[src/rtl/microcode_sequencer_pkg.sv]
// Shared opcode, field-position and state definitions for the microcode sequencer.
// Also provides the branch-condition evaluation used at decode time.
package microcode_sequencer_pkg;

  localparam int UC_WORD_W   = 8;
  localparam int UC_CTRL_W   = 6;
  localparam int UC_OP_MSB   = 7;
  localparam int UC_OP_LSB   = 6;
  localparam int UC_COND_MSB = 5;
  localparam int UC_COND_LSB = 4;
  localparam int UC_INV_BIT  = 3;
  localparam int UC_T8_BIT   = 0;

  localparam logic [1:0] UC_OP_CTRL   = 2'b00;
  localparam logic [1:0] UC_OP_BRANCH = 2'b01;
  localparam logic [1:0] UC_OP_JUMP   = 2'b10;
  localparam logic [1:0] UC_OP_HALT   = 2'b11;

  typedef enum logic [2:0] {
    ST_IDLE     = 3'd0,
    ST_FETCH    = 3'd1,
    ST_DECODE   = 3'd2,
    ST_FETCH_T  = 3'd3,
    ST_DECODE_T = 3'd4
  } uc_state_e;

  // JUMP is a BRANCH that is always taken; BRANCH selects one flag and may invert it.
  function automatic logic uc_branch_taken(input logic [UC_WORD_W-1:0] word,
                                           input logic [3:0]           cond);
    logic taken;
    if (word[UC_OP_MSB:UC_OP_LSB] == UC_OP_JUMP) begin
      taken = 1'b1;
    end else begin
      taken = cond[word[UC_COND_MSB:UC_COND_LSB]] ^ word[UC_INV_BIT];
    end
    return taken;
  endfunction

endpackage

[src/rtl/microcode_sequencer.sv]
// Microcode sequencer: fetches words from a 1-cycle-latency store, decodes CTRL/BRANCH/JUMP/HALT
// and emits registered control fields. The address register doubles as the program counter.
module microcode_sequencer
  import microcode_sequencer_pkg::*;
#(
  parameter int                    ADDR_WIDTH = 9,
  parameter int                    DATA_WIDTH = 8,
  parameter logic [ADDR_WIDTH-1:0] START_ADDR = {ADDR_WIDTH{1'b0}}
) (
  input  logic                  clock_in,
  input  logic                  reset_n_in,
  input  logic                  enable_in,
  input  logic                  start_in,
  input  logic [3:0]            cond_in,
  output logic [ADDR_WIDTH-1:0] uc_addr_out,
  input  logic [DATA_WIDTH-1:0] uc_data_in,
  output logic [DATA_WIDTH-3:0] ctrl_out,
  output logic                  ctrl_strobe_out,
  output logic                  busy_out,
  output logic                  done_out
);

  localparam logic [ADDR_WIDTH-1:0] ADDR_ONE = {{(ADDR_WIDTH-1){1'b0}}, 1'b1};

  uc_state_e               state_q, state_d;
  logic [ADDR_WIDTH-1:0]   addr_q, addr_d;
  logic [DATA_WIDTH-3:0]   ctrl_q, ctrl_d;
  logic                    strobe_q, strobe_d;
  logic                    done_q, done_d;
  logic                    busy_q, busy_d;
  logic                    taken_q, taken_d;
  logic                    t8_q, t8_d;
  logic [1:0]              opcode_s;
  logic [ADDR_WIDTH-1:0]   target_s;

  assign opcode_s = uc_data_in[UC_OP_MSB:UC_OP_LSB];
  assign target_s = ADDR_WIDTH'({t8_q, uc_data_in});

  // State register
  always_ff @(posedge clock_in or negedge reset_n_in) begin
    if (!reset_n_in) begin
      state_q <= ST_IDLE;
    end else begin
      state_q <= state_d;
    end
  end

  // Next-state logic; a low enable_in holds the current state
  always_comb begin
    state_d = state_q;
    if (enable_in) begin
      case (state_q)
        ST_IDLE: begin
          if (start_in) state_d = ST_FETCH;
          else          state_d = ST_IDLE;
        end
        ST_FETCH:    state_d = ST_DECODE;
        ST_DECODE: begin
          case (opcode_s)
            UC_OP_CTRL:               state_d = ST_FETCH;
            UC_OP_BRANCH, UC_OP_JUMP: state_d = ST_FETCH_T;
            UC_OP_HALT:               state_d = ST_IDLE;
            default:                  state_d = ST_IDLE;
          endcase
        end
        ST_FETCH_T:  state_d = ST_DECODE_T;
        ST_DECODE_T: state_d = ST_FETCH;
        default:     state_d = ST_IDLE;
      endcase
    end else begin
      state_d = state_q;
    end
  end

  // Output/datapath next values; pulses default low so a frozen cycle drops them
  always_comb begin
    addr_d   = addr_q;
    ctrl_d   = ctrl_q;
    taken_d  = taken_q;
    t8_d     = t8_q;
    strobe_d = 1'b0;
    done_d   = 1'b0;
    busy_d   = (state_d != ST_IDLE);
    if (enable_in) begin
      case (state_q)
        ST_IDLE: begin
          if (start_in) addr_d = START_ADDR;
          else          addr_d = addr_q;
        end
        ST_DECODE: begin
          case (opcode_s)
            UC_OP_CTRL: begin
              ctrl_d   = uc_data_in[UC_CTRL_W-1:0];
              strobe_d = 1'b1;
              addr_d   = addr_q + ADDR_ONE;
            end
            UC_OP_BRANCH, UC_OP_JUMP: begin
              taken_d = uc_branch_taken(uc_data_in, cond_in);
              t8_d    = uc_data_in[UC_T8_BIT];
              addr_d  = addr_q + ADDR_ONE;
            end
            UC_OP_HALT: done_d = 1'b1;
            default:    done_d = 1'b0;
          endcase
        end
        // Current uc_data_in is the target byte that follows the BRANCH/JUMP opcode
        ST_DECODE_T: begin
          if (taken_q) addr_d = target_s;
          else         addr_d = addr_q + ADDR_ONE;
        end
        default: addr_d = addr_q;
      endcase
    end else begin
      addr_d = addr_q;
    end
  end

  // Datapath and output registers
  always_ff @(posedge clock_in or negedge reset_n_in) begin
    if (!reset_n_in) begin
      addr_q   <= START_ADDR;
      ctrl_q   <= {(DATA_WIDTH-2){1'b0}};
      strobe_q <= 1'b0;
      done_q   <= 1'b0;
      busy_q   <= 1'b0;
      taken_q  <= 1'b0;
      t8_q     <= 1'b0;
    end else begin
      addr_q   <= addr_d;
      ctrl_q   <= ctrl_d;
      strobe_q <= strobe_d;
      done_q   <= done_d;
      busy_q   <= busy_d;
      taken_q  <= taken_d;
      t8_q     <= t8_d;
    end
  end

  assign uc_addr_out     = addr_q;
  assign ctrl_out        = ctrl_q;
  assign ctrl_strobe_out = strobe_q;
  assign busy_out        = busy_q;
  assign done_out        = done_q;

endmodule
[config.mk]
export PLATFORM = sky130hd
export DESIGN_NAME = microcode_sequencer
export DESIGN_NICKNAME = d
export VERILOG_FILES = /design/src/rtl/microcode_sequencer_pkg.sv /design/src/rtl/microcode_sequencer.sv
export SDC_FILE = /design/constraint.sdc
export NUM_CORES = 1
export LEC_CHECK = 0
export BUFFER_PORTS_ARGS = -buffer_cell sky130_fd_sc_hd__buf_2
export CORE_AREA = 10 10 62 64
export DETAILED_ROUTE_END_ITERATION = 16
export DIE_AREA = 0 0 72 74
export GPL_TIMING_DRIVEN = 0
export PLACE_DENSITY_LB_ADDON = 0.08
export RECOVER_POWER = 25
export REMOVE_ABC_BUFFERS = 1
export SKIP_LAST_GASP = 1
export SYNTH_ARGS = -nofsm -noshare
export SYNTH_HDL_FRONTEND = slang
export SYNTH_SLANG_ARGS = --single-unit
[constraint.sdc]
create_clock -name clock_in -period 2 [get_ports clock_in]
set_input_delay 0.1 -clock clock_in [delete_from_list [all_inputs] [get_ports clock_in]]
set_output_delay 0.1 -clock clock_in [all_outputs]
set_load 0.005 [all_outputs]
# Word-level counts from Yosys, hierarchy flattened
# Cells that the tools add are included.
totals:
  ff_bits: 23
  input_bits: 16
  output_inout_bits: 18
  word_cells: 46
op_classes:
  add_sub_neg: 1
  order_cmp: 1
  n_eq_ne: 9
  muxes: 17
  bitwise_logic: 1
  n_reduce_logical: 9
op_table:
  columns: ["operator", "n"]
  rows:
  - ["2-to-1 mux 9 bit", 3]
  - ["one-hot mux 9 bit (3 select lines)", 1]
  - ["one-hot mux 3 bit (5 select lines)", 1]
  - ["adder 9 x 1 -> 9 bit (second input constant)", 1]
  - ["2-to-1 mux 1 bit", 9]
  - ["one-hot mux 3 bit (3 select lines)", 1]
  - ["equality test 3 x 2 -> 1 bit (second input constant)", 2]
  - ["AND reduction 3 bit", 2]
  - ["nonzero test 3 bit", 2]
  - ["equality test 2 bit (second input constant)", 2]
  - ["!= test 2 bit (second input constant)", 2]
  - ["AND reduction 4 bit", 1]
  - ["equality test 3 x 1 -> 1 bit (second input constant)", 1]
  - ["equality test 3 bit (second input constant)", 1]
  - ["zero test 3 bit", 1]
  - ["less-than comparator 2 x 3 -> 1 bit (second input constant)", 1]
  - ["2-to-1 mux 3 bit", 1]
  - ["OR reduction 3 bit", 1]
  - ["binary-select mux 1 bit (select 2 bit)", 1]
  - ["equality test 2 x 1 -> 1 bit (second input constant)", 1]
  - ["zero test 2 bit", 1]
  - ["OR reduction 2 bit", 1]
  - ["bitwise XOR 1 bit", 1]

# Depth between registers and ports, before layout
# Gate-level depths: netlist of run 1.
logic_depth:
  word_depth: 6
  ltp_mapped: 6
  ltp_nobuf: 6

# Worst setup path before layout of run 1
# No wires, ideal clock.
synth_timing:
  kind: "reg2reg"
  from: "register state_q[1]"
  to: "register addr_q[7], in the netlist uc_addr_out[7]"
  setup_ns: 0.120
  arrival_time_ns: 1.363
  required_time_ns: 1.880
  path_slack_ns: 0.518
  path_stages_with_launch: 5
  n_path_buf: 1
  period_less_slack_ns: 1.482
  cell_sequence: "dfrtp_1 > or3b_1 > a21o_1 > buf_6 > o22a_2"
synth_via:
  elab_chain_len: 3
  word_cells_on_any_way: 8
  cone_classes: "eq/ne: 4; mux: 1; reduce/logical: 3"
synth_rtl:
  columns: ["item", "line", "rtl"]
  rows:
  - ["start, declared", "microcode_sequencer.sv:25", "uc_state_e state_q, state_d;"]
  - ["start signal, assigned", "microcode_sequencer.sv:44", "state_q <= state_d;"]
  - ["equality test 3 x 2 -> 1 bit, or another cell as far along", "microcode_sequencer.sv:85", "case (state_q)"]
  - ["!= test 2 bit (no source line) / nonzero test 3 bit (equally long branches)", null, null]
  - ["AND reduction 4 bit (no source line)", null, null]
  - ["end signal, assigned", "microcode_sequencer.sv:129", "addr_q <= addr_d;"]
  - ["end, declared", "microcode_sequencer.sv:26", "logic [ADDR_WIDTH-1:0] addr_q, addr_d;"]
# Several ways; a longest one is shown, not always the timed one.
# A chain may end at the register's enable or synchronous reset.

# Final worst setup path of run 1
layout_timing:
  from: "register state_q[1]"
  to: "register addr_q[3], in the netlist uc_addr_out[3]"
# Same word-level chain as after synthesis.

==> impl_metrics.json, run 1 <==
{
  "synth-simple-area-share": 0.174,
  "clkTransAtPathRegs_ps": 130,
  "final_cell_mix": "buf_2, dfrtp_1, nand2_1",
  "initial_core_util": 0.492,
  "ant_nets": 0,
  "finalClockSkew_ps": 1.33,
  "slew_viol_final": 0,
  "criticalPathCategory": "register to register",
  "slowest_stage": "dfrtp_1",
  "yosys_warnings": 0,
  "status": "completed",
  "p_per_area_nw_per_um2": 1070,
  "synth_cells": 126,
  "clockBufferDepth": 2,
  "hold_viol": 0,
  "drtPass1Iterations": 4,
  "coreArea_um2": 2660,
  "post-dp-hpwl_um": 2270,
  "final.min_clock_period_ps": 1730,
  "synth-compound-area-share": 0.208,
  "critPathLaunchType": "register",
  "row_count": 19,
  "max_stage_delay_ps": 500,
  "gp_congestion": 0.786,
  "postCtsSetupBuffers": 0,
  "layout.nets": 183,
  "cp_cell_sequence": "or3b_1, a21o_1, o21bai_1, o2bb2ai_1",
  "cts_hold_buf": 1,
  "syn_area_um2": 1310,
  "synthAdderAreaFrac": 0.0477,
  "gr-total-overflow": 0,
  "path_delay_family": "compound AO/OA/AOI/OAI gates",
  "cp.arrival_ps": 1920,
  "antenna_found_initial": 0,
  "cts_tree": "built",
  "postLayoutCoreUtil": 0.575,
  "max_slew_margin": 0.174,
  "htreeDepth": 1,
  "cp-end-kind": "register",
  "finalCritPeriodShare": 0.863,
  "drive_gt1_frac": 0.304,
  "insertedDiodeCount": 0,
  "synth_xor_area_frac": 0.00668,
  "ys_ff_latch": 23,
  "grt_start_max_net_pins": 24,
  "crit_fanout": 17,
  "cts_made_buffers": 3,
  "synth_edf_count": 0,
  "clock_sinks": 23,
  "synth_top_family_by_area": "compound AO/OA/AOI/OAI gates",
  "cap_violations": 0,
  "numPortBuffers": 33,
  "reg2reg_slack_ps": 270,
  "grt_pass1_vias": 1147,
  "syn_to_final_growth_pct": 16.7,
  "finalPower_uw": 1640,
  "rsz0062_at_grt": "no",
  "critPathBufInv": 0,
  "worst_ep_required_time_ps": 2200,
  "postSynthAreaPerCell_um2": 10.4,
  "fin_setup_tns_ps": 0,
  "ys_seq_area_frac": 0.439,
  "worstHoldPathType": "input port to register",
  "whs_ps": 23.7,
  "final_common_cell": "buf_2",
  "yosys_most_used_dff": "dfrtp_1",
  "post_cts_resized": 0,
  "clkLatencyLatePin_ps": 310,
  "setup_viol": 0,
  "detail_route.wl_per_cell_um": 15.1,
  "dieArea_um2": 5330,
  "p_leak_uw": 0.000766,
  "drc": 0,
  "peakVddDrop_mv": 0.719,
  "cts-root-buf": "clkbuf_4",
  "synthArstFlopShare": 1.00,
  "die_h_um": 74,
  "routed_wl_um": 2890,
  "first_iter_violations": 69,
  "die_w_um": 72,
  "tightest_slew_ps": 1240,
  "grt_use_total": 0.118,
  "dr_total_vias": 1050,
  "grt_pass1_wl_um": 5200,
  "max_clock_freq_mhz": 579,
  "vias_per_cell": 5.47,
  "netlist-cell-type-count": 38,
  "muxShareOfSynthArea": 0.0859,
  "io_pins": 34
}
[power by group]
group,leakage [µW],internal [µW],switching [µW]
combinational,0.000449,346,298
clock,0.0000177,74.8,146
sequential,0.000299,615,157
total,0.000766,1040,601
[flip-flops by register name, summed over array words and instances, names as in the netlist]
register         flops
t8_q                 1
uc_addr_out          9
state_q              3
ctrl_out             6
taken_q              1
ctrl_strobe_out      1
busy_out             1
done_out             1
[Yosys cell counts (2+ instances only)]
| master | instances | area, µm² |
|---|---|---|
| a21oi_1 | 7 | 35.0 |
| a221oi_1 | 2 | 17.5 |
| a311oi_1 | 2 | 17.5 |
| and3_1 | 6 | 37.5 |
| and4bb_2 | 2 | 25.0 |
| buf_2 | 2 | 10.0 |
| dfrtp_1 | 23 | 576 |
| ha_1 | 5 | 62.6 |
| inv_1 | 8 | 30.0 |
| mux2_2 | 8 | 90.1 |
| nand2_1 | 14 | 52.6 |
| nand2b_1 | 4 | 25.0 |
| nand3_1 | 4 | 20.0 |
| o21ai_0 | 6 | 30.0 |
| o21bai_1 | 4 | 30.0 |
| o22a_1 | 3 | 26.3 |
| o2bb2ai_1 | 3 | 26.3 |
| o31a_1 | 3 | 26.3 |
[final cells by class]
type | instances | area (µm²)
fill | 238 | 1130
inverter | 8 | 30.0
clock buffer | 3 | 22.5
sequential | 23 | 576
timing repair buffer | 34 | 174
clock inverter | 1 | 5.00
multi-input combinational | 92 | 684
tap | 31 | 38.8
[worst register-to-register path: cells and delay by family, from the launching register on]
family	cells	cell delay [ps]
AOI/OAI and AO/OA	3	730
DFF	1	500
and+or+nand+nor	1	370
[metal layers]
layer,GRT usage,vias up,share of wire
met4,0.0559,0,0.013
li1,-,536,-
met2,0.193,26,0.45
met1,0.136,484,0.46
met5,0,-,0
met3,0.0426,4,0.075
[per-stage QoR]
step	setup WS [ps]	area, µm²	instances
floorplan	503	1290	123
global placement	343	1490	187
detailed placement	303	1490	187
CTS	269	1530	192
global route	138	1530	192
finish	274	1530	192
[final timing paths]
path / start / end / cells past startpoint
worst max-delay path: state_q[1]$_DFF_PN0_ / uc_addr_out[3]$_DFFE_PN0P_ / 4
worst min-delay path: uc_data_in[1] / ctrl_out[1]$_DFFE_PN0P_ / 2
worst max register to register: state_q[1]$_DFF_PN0_ / uc_addr_out[3]$_DFFE_PN0P_ / 4
worst min register to register: ctrl_out[2]$_DFFE_PN0P_ / ctrl_out[2]$_DFFE_PN0P_ / 1
max in group asynchronous: reset_n_in / uc_addr_out[8]$_DFFE_PN0P_ / 2
min in group asynchronous: reset_n_in / ctrl_strobe_out$_DFF_PN0_ / 2
[logic make-up (layout without fill, tap and decap cells)]
kind of cell             Yosys count  count (layout)
AO/OA/AOI/OAI                     37              37
XOR/XNOR                           1               1
adder cells (fa/ha/maj)            5               5
buffers and inverters             11              46
flip-flops                        23              23
multiplexers                       9               9
AND/OR/NAND/NOR                   40              40
No activity file was read; power rests on OpenSTA's default activity.
==> run 2: changes to the inputs <==
- REMOVE_ABC_BUFFERS: 1 -> not set
==> impl_metrics.json, run 2 (same netlist as run 1, synthesis figures left out) <==
{
  "die_h_um": 74,
  "setup_viol": 0,
  "cts_made_buffers": 3,
  "grt_use_total": 0.121,
  "criticalPathCategory": "register to register",
  "antenna_found_initial": 0,
  "vias_per_cell": 5.47,
  "worst_ep_required_time_ps": 2210,
  "first_iter_violations": 43,
  "drc": 0,
  "clkTransAtPathRegs_ps": 120,
  "rsz0062_at_grt": "no",
  "ant_nets": 0,
  "io_pins": 34,
  "cts-root-buf": "clkbuf_4",
  "drive_gt1_frac": 0.311,
  "routed_wl_um": 3050,
  "tightest_slew_ps": 1230,
  "max_clock_freq_mhz": 598,
  "detail_route.wl_per_cell_um": 15.6,
  "dieArea_um2": 5330,
  "max_slew_margin": 0.181,
  "worstReg2RegStart": "state_q[1]$_DFF_PN0_",
  "numPortBuffers": 33,
  "cap_violations": 0,
  "nFillCells": 242,
  "p_per_area_nw_per_um2": 1070,
  "finalClockSkew_ps": 4.42,
  "drtPass1Iterations": 4,
  "cts_tree": "built",
  "clock_sinks": 23,
  "peakVddDrop_mv": 0.630,
  "cp-end-kind": "register",
  "dr_total_vias": 1067,
  "final.min_clock_period_ps": 1670,
  "holdPathStages": 2,
  "die_w_um": 72,
  "synth_nets": 147,
  "cp-endpoint": "uc_addr_out[7]$_DFFE_PN0P_",
  "final_common_cell": "buf_2",
  "grt_start_max_net_pins": 24,
  "clkLatencyLatePin_ps": 310,
  "critPathLaunchType": "register",
  "cp.arrival_ps": 1890,
  "worstHoldPathType": "input port to register",
  "p_leak_uw": 0.000779,
  "clockBufferDepth": 2,
  "finalCritPeriodShare": 0.836,
  "row_count": 19,
  "syn_to_final_growth_pct": 18.2,
  "grt_pass1_vias": 1131,
  "reg2reg_to": "uc_addr_out[7]$_DFFE_PN0P_",
  "gr-total-overflow": 0,
  "finalPower_uw": 1660,
  "design_area_um2": 1550,
  "status": "completed",
  "crit_fanout": 10,
  "insertedDiodeCount": 0,
  "post_cts_resized": 0,
  "coreArea_um2": 2660,
  "htreeDepth": 1,
  "gp_congestion": 0.832,
  "reg2reg_slack_ps": 330,
  "post-dp-hpwl_um": 2420,
  "fin_setup_tns_ps": 0,
  "grt_pass1_wl_um": 5290,
  "layout.nets": 186,
  "placed_area_um2": 1520,
  "startpoint": "state_q[1]$_DFF_PN0_",
  "worstRegToRegCells": 4,
  "slew_viol_final": 0,
  "hold_viol": 0,
  "largest_reg_flops": 9,
  "final_cell_mix": "buf_2, dfrtp_1, nand2_1",
  "initial_core_util": 0.492
}
==> run 2: cell types whose count changed in the layout (fill, tap and decap cells not counted) <==
cell and change:
buf_6 +1, buf_2 +2, clkbuf_1 +1, clkinv_2 -1
==> run 2: metrics by stage <==
step                      hold slack (ps)  std cells  worst slack (ps)   util
after floorplan                      -196        126               518      -
after global placement               98.7        190               365  0.569
after detailed placement              105        190               344  0.569
after CTS                            25.2        195               323  0.583
after global routing                 19.0        195               238  0.582
final                                38.4        195               327  0.582
==> run 2: what timing repair did <==
item                                   CTS  global route
endpoints found under the hold margin   23             0
setup buffers                            0             0
hold buffers                             1             0
==> run 2: layout make-up <==
class / count / area (µm²) / share of cell area
plain buffers: 3 / 21.3 / 0.0137
multi-input cells: 92 / 684 / 0.441
clock buffers: 4 / 26.3 / 0.0169
well taps: 31 / 38.8 / 0.0250
repair buffers: 34 / 174 / 0.112
flip-flops and latches: 23 / 576 / 0.371
inverters: 8 / 30.0 / 0.0194
==> run 2: layer usage <==
layer	vias to the layer above	routed length, µm	global-route usage
met5	-	0	0
met4	0	14	0.0538
met3	2	168	0.0372
met2	19	1480	0.200
met1	507	1390	0.143
li1	539	-	-
==> run 2: worst min path at each step <==
stage	startpoint	endpoint
floorplan	reset_n_in	busy_out$_DFF_PN0_
global placement	reset_n_in	ctrl_out[3]$_DFFE_PN0P_
detailed placement	reset_n_in	ctrl_out[3]$_DFFE_PN0P_
CTS	uc_data_in[1]	ctrl_out[1]$_DFFE_PN0P_
global route	uc_data_in[2]	ctrl_out[2]$_DFFE_PN0P_
finish	uc_data_in[1]	ctrl_out[1]$_DFFE_PN0P_
==> run 2: critical path, stage by stage (launching register included) <==
cell     delay, ps
dfrtp_1        490
or3b_1         380
a21o_1         290
buf_6          190
o22a_2         220
==> run 2: power breakdown <==
group	total (µW)	switching (µW)	internal (µW)
clock network	213	136	77.8
logic	704	338	366
registers	748	132	615
total	1660	605	1060
